==> src/rtl/apb_pkg.sv <==
// rtl/apb_pkg.sv - shared types and defaults for the round-robin APB master
package apb_pkg;

   localparam int APB_ADDR_W  = 7;
   localparam int APB_DATA_W  = 8;
   localparam int APB_SEL_BIT = 6;
   localparam int APB_TIMEOUT = 16;

   typedef enum logic [1:0] {
      IDLE   = 2'd0,
      SETUP  = 2'd1,
      ACCESS = 2'd2
   } state_t;

   typedef struct packed {
      logic                  write;
      logic [APB_ADDR_W-1:0] addr;
      logic [APB_DATA_W-1:0] wdata;
   } cmd_t;

endpackage

==> src/rtl/apb_rr_master_if.sv <==
// rtl/apb_rr_master_if.sv - APB bus between the shared master and its two slaves
interface apb_rr_master_if #(
   parameter int ADDR_W = 7,
   parameter int DATA_W = 8
) ();
   logic              PSELECT1;
   logic              PSELECT2;
   logic              PENABLE;
   logic              PWRITE;
   logic [ADDR_W-1:0] PADDR;
   logic [DATA_W-1:0] PWDATA;
   logic [DATA_W-1:0] PRDATA;
   logic              PREADY;
   logic              PSLVERR;

   modport master (
      output PSELECT1, PSELECT2, PENABLE, PWRITE, PADDR, PWDATA,
      input  PRDATA, PREADY, PSLVERR
   );

   modport slave (
      input  PSELECT1, PSELECT2, PENABLE, PWRITE, PADDR, PWDATA,
      output PRDATA, PREADY, PSLVERR
   );
endinterface

==> src/rtl/apb_rr_arb2.sv <==
// rtl/apb_rr_arb2.sv - two-way round-robin arbiter; a tie goes to the requester not served last
module apb_rr_arb2 (
   input  logic       clk,
   input  logic       rst,
   input  logic       en,
   input  logic [1:0] valid,
   output logic [1:0] ready,
   output logic       grant_valid,
   output logic       grant
);
   logic last_grant;

   always_comb begin
      grant       = (valid == 2'b11) ? ~last_grant : valid[1];
      grant_valid = en & (|valid);
      ready       = 2'b00;
      if (grant_valid)
         ready = grant ? 2'b10 : 2'b01;
   end

   // Reset to 1 so requester 0 wins the first tie.
   always_ff @(posedge clk) begin
      if (rst)
         last_grant <= 1'b1;
      else if (grant_valid)
         last_grant <= grant;
   end
endmodule

==> src/rtl/apb_rr_master.sv <==
// rtl/apb_rr_master.sv - two-requester APB master: arbitration, SETUP/ACCESS sequencing, timeout
module apb_rr_master
   import apb_pkg::*;
#(
   parameter int ADDR_W  = APB_ADDR_W,
   parameter int DATA_W  = APB_DATA_W,
   parameter int SEL_BIT = APB_SEL_BIT,
   parameter int TIMEOUT = APB_TIMEOUT
) (
   input  logic              PCLK,
   input  logic              PRESET,
   input  logic              req0_valid,
   input  logic              req0_write,
   input  logic [ADDR_W-1:0] req0_addr,
   input  logic [DATA_W-1:0] req0_wdata,
   output logic              req0_ready,
   output logic              rsp0_valid,
   output logic [DATA_W-1:0] rsp0_rdata,
   output logic              rsp0_err,
   input  logic              req1_valid,
   input  logic              req1_write,
   input  logic [ADDR_W-1:0] req1_addr,
   input  logic [DATA_W-1:0] req1_wdata,
   output logic              req1_ready,
   output logic              rsp1_valid,
   output logic [DATA_W-1:0] rsp1_rdata,
   output logic              rsp1_err,
   apb_rr_master_if.master   bus
);
   localparam int CNT_W = (TIMEOUT > 1) ? $clog2(TIMEOUT) : 1;
   localparam logic [CNT_W-1:0] CNT_LAST = CNT_W'((TIMEOUT > 0) ? TIMEOUT - 1 : 0);

   state_t            state;
   logic              owner;
   logic [CNT_W-1:0]  cnt;
   logic [1:0]        ready;
   logic              gnt_valid;
   logic              gnt;
   logic              sel_write;
   logic [ADDR_W-1:0] sel_addr;
   logic [DATA_W-1:0] sel_wdata;
   logic              timed_out;
   logic              done;
   logic [DATA_W-1:0] done_rdata;
   logic              done_err;

   apb_rr_arb2 u_arb (
      .clk         (PCLK),
      .rst         (PRESET),
      .en          ((state == IDLE) && !PRESET),
      .valid       ({req1_valid, req0_valid}),
      .ready       (ready),
      .grant_valid (gnt_valid),
      .grant       (gnt)
   );

   assign req0_ready = ready[0];
   assign req1_ready = ready[1];

   assign sel_write = gnt ? req1_write : req0_write;
   assign sel_addr  = gnt ? req1_addr  : req0_addr;
   assign sel_wdata = gnt ? req1_wdata : req0_wdata;

   // PREADY wins over a timeout landing in the same cycle.
   assign timed_out  = (TIMEOUT > 0) && (cnt == CNT_LAST) && !bus.PREADY;
   assign done       = bus.PREADY || timed_out;
   assign done_rdata = (bus.PREADY && !bus.PWRITE) ? bus.PRDATA : '0;
   assign done_err   = bus.PREADY ? bus.PSLVERR : 1'b1;

   always_ff @(posedge PCLK) begin
      if (PRESET) begin
         state        <= IDLE;
         owner        <= 1'b0;
         cnt          <= '0;
         bus.PSELECT1 <= 1'b0;
         bus.PSELECT2 <= 1'b0;
         bus.PENABLE  <= 1'b0;
         bus.PWRITE   <= 1'b0;
         bus.PADDR    <= '0;
         bus.PWDATA   <= '0;
         rsp0_valid   <= 1'b0;
         rsp0_rdata   <= '0;
         rsp0_err     <= 1'b0;
         rsp1_valid   <= 1'b0;
         rsp1_rdata   <= '0;
         rsp1_err     <= 1'b0;
      end else begin
         rsp0_valid <= 1'b0;
         rsp1_valid <= 1'b0;
         case (state)
            IDLE: begin
               if (gnt_valid) begin
                  bus.PWRITE   <= sel_write;
                  bus.PADDR    <= sel_addr;
                  bus.PWDATA   <= sel_wdata;
                  bus.PSELECT1 <= sel_addr[SEL_BIT];
                  bus.PSELECT2 <= ~sel_addr[SEL_BIT];
                  owner        <= gnt;
                  state        <= SETUP;
               end
            end
            SETUP: begin
               bus.PENABLE <= 1'b1;
               state       <= ACCESS;
            end
            ACCESS: begin
               if (done) begin
                  bus.PSELECT1 <= 1'b0;
                  bus.PSELECT2 <= 1'b0;
                  bus.PENABLE  <= 1'b0;
                  cnt          <= '0;
                  state        <= IDLE;
                  if (owner) begin
                     rsp1_valid <= 1'b1;
                     rsp1_rdata <= done_rdata;
                     rsp1_err   <= done_err;
                  end else begin
                     rsp0_valid <= 1'b1;
                     rsp0_rdata <= done_rdata;
                     rsp0_err   <= done_err;
                  end
               end else begin
                  cnt <= cnt + 1'b1;
               end
            end
            default: state <= IDLE;
         endcase
      end
   end
endmodule

==> src/flat_wrapper.sv <==
// flat-port wrapper written by rule: the top's interface ports become plain ports
module apb_rr_master_flat import apb_pkg::*;
#(
   parameter int ADDR_W  = APB_ADDR_W,
   parameter int DATA_W  = APB_DATA_W,
   parameter int SEL_BIT = APB_SEL_BIT,
   parameter int TIMEOUT = APB_TIMEOUT
)
  (PCLK, PRESET, req0_valid, req0_write, req0_addr, req0_wdata, req0_ready, rsp0_valid, rsp0_rdata, rsp0_err, req1_valid, req1_write, req1_addr, req1_wdata, req1_ready, rsp1_valid, rsp1_rdata, rsp1_err, bus_PSELECT1, bus_PSELECT2, bus_PENABLE, bus_PWRITE, bus_PADDR, bus_PWDATA, bus_PRDATA, bus_PREADY, bus_PSLVERR);
  apb_rr_master_if #(.ADDR_W(ADDR_W), .DATA_W(DATA_W)) bus_i ();
  input  logic PCLK;
  input  logic PRESET;
  input  logic req0_valid;
  input  logic req0_write;
  input  logic [ADDR_W-1:0] req0_addr;
  input  logic [DATA_W-1:0] req0_wdata;
  output logic req0_ready;
  output logic rsp0_valid;
  output logic [DATA_W-1:0] rsp0_rdata;
  output logic rsp0_err;
  input  logic req1_valid;
  input  logic req1_write;
  input  logic [ADDR_W-1:0] req1_addr;
  input  logic [DATA_W-1:0] req1_wdata;
  output logic req1_ready;
  output logic rsp1_valid;
  output logic [DATA_W-1:0] rsp1_rdata;
  output logic rsp1_err;
  output wire logic [$bits(bus_i.PSELECT1)-1:0] bus_PSELECT1;
  output wire logic [$bits(bus_i.PSELECT2)-1:0] bus_PSELECT2;
  output wire logic [$bits(bus_i.PENABLE)-1:0] bus_PENABLE;
  output wire logic [$bits(bus_i.PWRITE)-1:0] bus_PWRITE;
  output wire logic [$bits(bus_i.PADDR)-1:0] bus_PADDR;
  output wire logic [$bits(bus_i.PWDATA)-1:0] bus_PWDATA;
  input wire logic [$bits(bus_i.PRDATA)-1:0] bus_PRDATA;
  input wire logic [$bits(bus_i.PREADY)-1:0] bus_PREADY;
  input wire logic [$bits(bus_i.PSLVERR)-1:0] bus_PSLVERR;
  assign bus_PSELECT1 = bus_i.PSELECT1;
  assign bus_PSELECT2 = bus_i.PSELECT2;
  assign bus_PENABLE = bus_i.PENABLE;
  assign bus_PWRITE = bus_i.PWRITE;
  assign bus_PADDR = bus_i.PADDR;
  assign bus_PWDATA = bus_i.PWDATA;
  assign bus_i.PRDATA = bus_PRDATA;
  assign bus_i.PREADY = bus_PREADY;
  assign bus_i.PSLVERR = bus_PSLVERR;
  apb_rr_master #(.ADDR_W(ADDR_W), .DATA_W(DATA_W), .SEL_BIT(SEL_BIT), .TIMEOUT(TIMEOUT)) u_core (.PCLK(PCLK), .PRESET(PRESET), .req0_valid(req0_valid), .req0_write(req0_write), .req0_addr(req0_addr), .req0_wdata(req0_wdata), .req0_ready(req0_ready), .rsp0_valid(rsp0_valid), .rsp0_rdata(rsp0_rdata), .rsp0_err(rsp0_err), .req1_valid(req1_valid), .req1_write(req1_write), .req1_addr(req1_addr), .req1_wdata(req1_wdata), .req1_ready(req1_ready), .rsp1_valid(rsp1_valid), .rsp1_rdata(rsp1_rdata), .rsp1_err(rsp1_err), .bus(bus_i));
endmodule
==> config.mk <==
export PLATFORM = sky130hd
export DESIGN_NAME = apb_rr_master_flat
export DESIGN_NICKNAME = d
export VERILOG_FILES = /design/src/rtl/apb_pkg.sv /design/src/rtl/apb_rr_master_if.sv /design/src/rtl/apb_rr_arb2.sv /design/src/rtl/apb_rr_master.sv /design/src/flat_wrapper.sv
export SDC_FILE = /design/constraint.sdc
export NUM_CORES = 1
export LEC_CHECK = 0
export BUFFER_PORTS_ARGS = -buffer_cell sky130_fd_sc_hd__buf_2
export CAP_MARGIN = 40
export CORE_MARGIN = 1.5
export CORE_UTILIZATION = 39
export DETAILED_ROUTE_END_ITERATION = 6
export GPL_TIMING_DRIVEN = 1
export PLACE_DENSITY_LB_ADDON = 0.2
export SLEW_MARGIN = 10
export SYNTH_ARGS = -nofsm -noshare
export SYNTH_HDL_FRONTEND = slang
export SYNTH_SLANG_ARGS = --single-unit
export TNS_END_PERCENT = 5
==> constraint.sdc <==
create_clock -name PCLK -period 1.4 [get_ports PCLK]
set_input_delay 0.28 -clock PCLK [delete_from_list [all_inputs] [get_ports PCLK]]
set_output_delay 0.28 -clock PCLK [all_outputs]
set_load 0.03 [all_outputs]
Yosys cells after proc, flatten, opt, wreduce, memory -nomap -nowiden
Cells that the tools add are included.
- output and inout bits: 41
- input port bits: 46
- bits in registers: 47
- add/subtract/negate cells: 1
- equality and inequality tests: 6
- bitwise operators: 6
- mux-type cells: 20
- reduce and logical (&&, ||, !) cells: 18
- operators by type and width (operator ; count):
    $mux W8 ; 2
    $reduce_and A3 Y1 ; 3
    $mux W1 ; 8
    $mux W2 ; 4
    $mux W7 ; 1
    $pmux W1 S2 ; 3
    $pmux W2 S3 ; 1
    $reduce_and A2 Y1 ; 3
    $not A1 Y1 ; 5
    $add A4 B1 Y4 const B ; 1
    $eq A2 B2 Y1 const B ; 2
    $eq A4 B4 Y1 const B ; 1
    $mux W4 ; 1
    $ne A2 B1 Y1 const B ; 2
    $reduce_bool A2 Y1 ; 2
    $logic_and A1 B1 Y1 ; 3
    $logic_not A1 Y1 ; 3
    $reduce_or A3 Y1 ; 1
    $eq A2 B1 Y1 const B ; 1
    $logic_not A2 Y1 ; 1
    $reduce_or A2 Y1 ; 1
    $and A1 B1 Y1 ; 1
    $logic_or A1 B1 Y1 ; 1

Depth between registers and ports, before layout
- depth in word-level cells: 6
- depth in mapped cells: 5
- gate-level depth less buffers: 4

By module
From an unflattened synthesis, not the netlist that was laid out.
- cell total of the unflattened synthesis: 179
- area, all modules: 1933.1 sq um
- modules (own cells, without submodules) (module ; times used ; cells each ; area each (sq um)):
    apb_rr_master ; 1 ; 170 ; 1860.5
    apb_rr_arb2 ; 1 ; 9 ; 72.6

Worst setup path after synthesis
Ideal clock, no wire load.
- kind: reg2out
- start: register u_core.state[1]
- end: output port req1_ready
- required time: 1.120 ns
- arrival time: 1.360 ns
- cell stages (with the launch flop): 4
- setup slack: -0.240 ns
- cell sequence: dfxtp_1 or3_1 buf_2 nor2_1
- word-level cells in the longest chain between the ends: 4
- RTL lines (what ; line ; text):
    start: declaration ; apb_rr_master.sv:33 ; state_t state;
    start signal: assignment ; apb_rr_master.sv:72 ; state <= IDLE;
    start signal: assignment ; apb_rr_master.sv:99 ; state <= SETUP;
    start signal: assignment ; apb_rr_master.sv:104 ; state <= ACCESS;
    $logic_not A2 Y1 ; apb_rr_master.sv:50 ; .en ((state == IDLE) && !PRESET),
    $logic_and A1 B1 Y1 ; apb_rr_master.sv:50 ;
    $and A1 B1 Y1 ; apb_rr_arb2.sv:15 ; grant_valid = en & (|valid);
    $mux W2 ; apb_rr_arb2.sv:17 ; if (grant_valid)
    end: declaration ; flat_wrapper.sv:25 ; output logic req1_ready;
Every way passes these cells.

Worst setup path after layout
- start: register u_core.state[0]
- end: output port req1_ready
Same word-level chain as after synthesis.

==> results.txt <==
The iteration count of the initial detailed-routing pass came out at 4. The area share of the largest cell type after synthesis is 49.7%. The cell area after synthesis came out at 1890 um^2.

The number of top-level design ports is 87. The minimum clock period came out at 1.56 ns. The insertion delay of the later-clocked pin in the worst-skew pair is 0.30 ns. The number of buffers inserted by hold repair at cts came out at 0. The internal cell power came out at 2.23 mW.

The most numerous cell in the Yosys netlist is dfxtp_1. The final number of hold-violating endpoints came to 0. The vias per cell is 5.21. Across all hold checks on the routed design, the worst slack comes to 0.202 ns. The DRC violation count after routing is 0. The number of enable-type register cells in the synthesized netlist is 0. The part of the Yosys area used for sequential elements is 49.7%.

In this run, CTS created clock tree buffers numbering 5. The register clock-pin slew on the reported worst setup and hold paths came out at 0.09 ns. Setup repair after global routing could not meet its margin everywhere. The count of buffers inserted at the top-level ports is 86.

Of all nets on the critical path, the largest fanout is 4. From synthesis to final layout, the design area changed by 44.2%. The flow ran to the end, but the final reports show violations. The checks that failed: setup timing.

The via count came out at 1796. In this run the remaining antenna-violating nets after routing total 0. Max-cap violations in this run came to 0. Across all setup checks in the final design, the least slack found is -0.165 ns. The type of the worst min-delay path is primary input to flip-flop.

STA classifies the critical path endpoint as an output pin. The number of DRC markers in iteration 0 is 85. The initial cell density of the core came out at 40.3%.

For the pin with the worst max-slew slack, the measured transition is 0.400 ns. The routability congestion estimate from global placement is 0.765. Tracing the worst setup path back leads to its startpoint at u_core.state[0]$_SDFFE_PP0P_. The count of nets after finishing is 337.

TritonCTS built the clock tree. The count of mapped cells out of synthesis came out at 182. The worst supply voltage drop on vdd came out at 602 uV. The critical path in this run is classified as flip-flop to output pin. The setup TNS is -0.622 ns. Ranked by instance count, the synthesized netlist is headed by 47 x dfxtp_1, 17 x inv_1, 17 x nor3_1. The post-route fraction of the period consumed by the critical path came out at 112%. The post-detailed-placement half-perimeter wirelength came out at 3520 um. The async set or reset register ratio after synthesis is 0%. The number of global-route vias before repair came to 1770. Measured along the x axis, the die boundary spans 72.6 um. The worst hold path startpoint is req0_wdata[6]. The number of failing setup endpoints in the final timing report is 19. 0 antenna diodes ended up in the layout. The cell sitting at the root of the clock tree is a clkbuf_8. The count of fill cells added during filler insertion is 411.

The post-route cell area is 2730 um^2. The number of synthesized register bits came out at 47. The average wire per cell in the routed design is 13.8 um. The core region is 4690 um^2. Based on the critical path, the design can be clocked at up to 0.639 GHz. The maximum number of pins on one net before global-route repair is 18.

The net switching component of the power came out at 893 uW. A synthesized cell averages 10.4 um^2. Measured against its own limit, the worst slew margin works out to 73.4%. The worst setup path is launched from a flip-flop.

The TritonCTS sink count is 47. The total placed cells including tap cells came out at 334. The final cell count without fillers came out at 345. In this run the core area contains 25 standard-cell rows.

The total global routing track utilization is 19.3%. The aggregate routed wire length came out at 4750 um. The vertical die dimension came out at 72.6 um. For the worst setup path, the data arrival time is 1.28 ns.

The net switching share of the total power came out at 28.6%. dfxtp_1 takes more of the synthesized area than any other cell. The total power divided by cell area came out at 1150 nW/um^2. The number of distinct library cells after synthesis came out at 41.

The maximum clock insertion buffer count came out at 2. The share of total power in combinational logic came out at 20.4%. The data required time of the worst path came out at 1.12 ns. The fraction of layout instances using a drive strength above 1 is 53.3%. The post-detailed-placement cell area is 2520 um^2. The global-route wire length before repair is 8000 um. The floorplan die area is 5280 um^2. In this run, flip-flops and latches consume 47.0% of the power. The global route total overflow came out at 0. The worst clock skew is 0.00923 ns. The primary flip-flop cell chosen by synthesis mapping is dfxtp_1. The standby leakage power came out at 1.33 nW. The initial antenna violation count is 0. The number of nets produced by synthesis is 229.

The number of max-slew violations in the final report is 0. In the post-synthesis netlist, the biggest area contributors are dfxtp_1 50%, a221o_2 8.9%, a22o_1 7.4%, nor3_1 4.5%, inv_1 3.4%. The number of warnings issued by yosys came out at 0. The startpoint identified for the worst register-to-register timing path is u_core.state[0]$_SDFFE_PP0P_.

The relative contribution of the clock network to total power came out at 32.6%. CTS built an H-tree with a depth of 2. The pre-CTS setup slack came out at -0.148 ns.
final cells by class:
cell class	instances	area [um^2]	share of cell area [%]
multi-input combinational	107	865	31.7
tap	54	67.6	2.48
sequential	47	946	34.7
timing repair buffer	112	671	24.6
inverter	17	63.8	2.34
clock buffer	5	68.8	2.52
clock inverter	3	46.3	1.70
critical path, cell delays in order (launching register included):
cell     delay (ns)
dfxtp_2        0.35
or3_4          0.38
nor2_4         0.11
buf_6          0.14
stage by stage:
step	utilization, %	power, mW
finish	58.1	3.12
global route	58.1	3.27
global placement	53.7	2.10
floorplan	-	1.87
detailed placement	53.7	2.10
CTS	57.4	3.14
sequential cells by signal, indices dropped and copies added (netlist names):
name	flops
u_core.rsp0_valid	1
u_core.rsp1_rdata	8
u_core.bus.PSELECT2	1
u_core.owner	1
u_core.rsp1_err	1
u_core.bus.PENABLE	1
u_core.bus.PSELECT1	1
u_core.rsp0_rdata	8
u_core.bus.PWDATA	8
u_core.cnt	4
u_core.bus.PADDR	7
u_core.rsp1_valid	1
u_core.rsp0_err	1
u_core.bus.PWRITE	1
u_core.state	2
u_core.u_arb.last_grant	1
metal layers:
layer / vias to the layer above / routed length [um] / part of all wire (%) / global-route usage, %
met5: - / 0 / 0 / 0
met3: 5 / 305 / 6.4 / 4.28
met4: 0 / 51 / 1.1 / 5.66
met2: 57 / 2240 / 47 / 31.8
met1: 836 / 2160 / 45 / 25.2
li1: 898 / - / - / -
cell families (layout without fill, tap and decap cells):
group | Yosys count | count (layout) | share of synthesized area [%]
AO/OA/AOI/OAI | 56 | 56 | 25.0
flip-flops | 47 | 47 | 49.7
multiplexers | 1 | 1 | 0.529
buffers and inverters | 28 | 137 | 7.34
adder cells (fa/ha/maj) | 1 | 1 | 0.661
AND/OR/NAND/NOR | 49 | 49 | 16.7
worst paths after layout:
kind | to | slack (ns) | depth (start not counted)
worst max-delay path | req1_ready | -0.16 | 3
worst min-delay path | u_core.bus.PWDATA[6]$_SDFFE_PP0P_ | 0.20 | 2
worst max register to register | u_core.rsp0_rdata[6]$_SDFFE_PP0P_ | -0.04 | 5
worst min register to register | u_core.bus.PENABLE$_SDFFE_PP0P_ | 0.46 | 2
power groups by stage:
stage,clock [mW],combinational (mW),sequential (mW)
after detailed placement,0,0.606,1.50
final,1.02,0.637,1.47
after CTS,1.05,0.632,1.46
after floorplan,0,0.240,1.63
after global placement,0,0.602,1.49
after global routing,1.10,0.685,1.48
layout by cell type (no fill, tap or decap), types with 4 or more instances in the layout:
cell	synthesis	layout
a21oi_1	8	7
a221o_2	15	15
a22o_1	16	16
buf_2	6	84
buf_4	0	22
buf_6	2	4
clkbuf_8	0	5
dfxtp_1	47	45
inv_1	17	17
nor2_1	7	5
nor3_1	17	16
o21ai_0	4	4
what timing repair did:
item,4_1_cts,5_1_grt
pin swaps,11,3
setup endpoints to repair,29,21
setup buffers,2,1
resized for setup,12,6
Note: power is estimated with default switching activity, not from simulation.
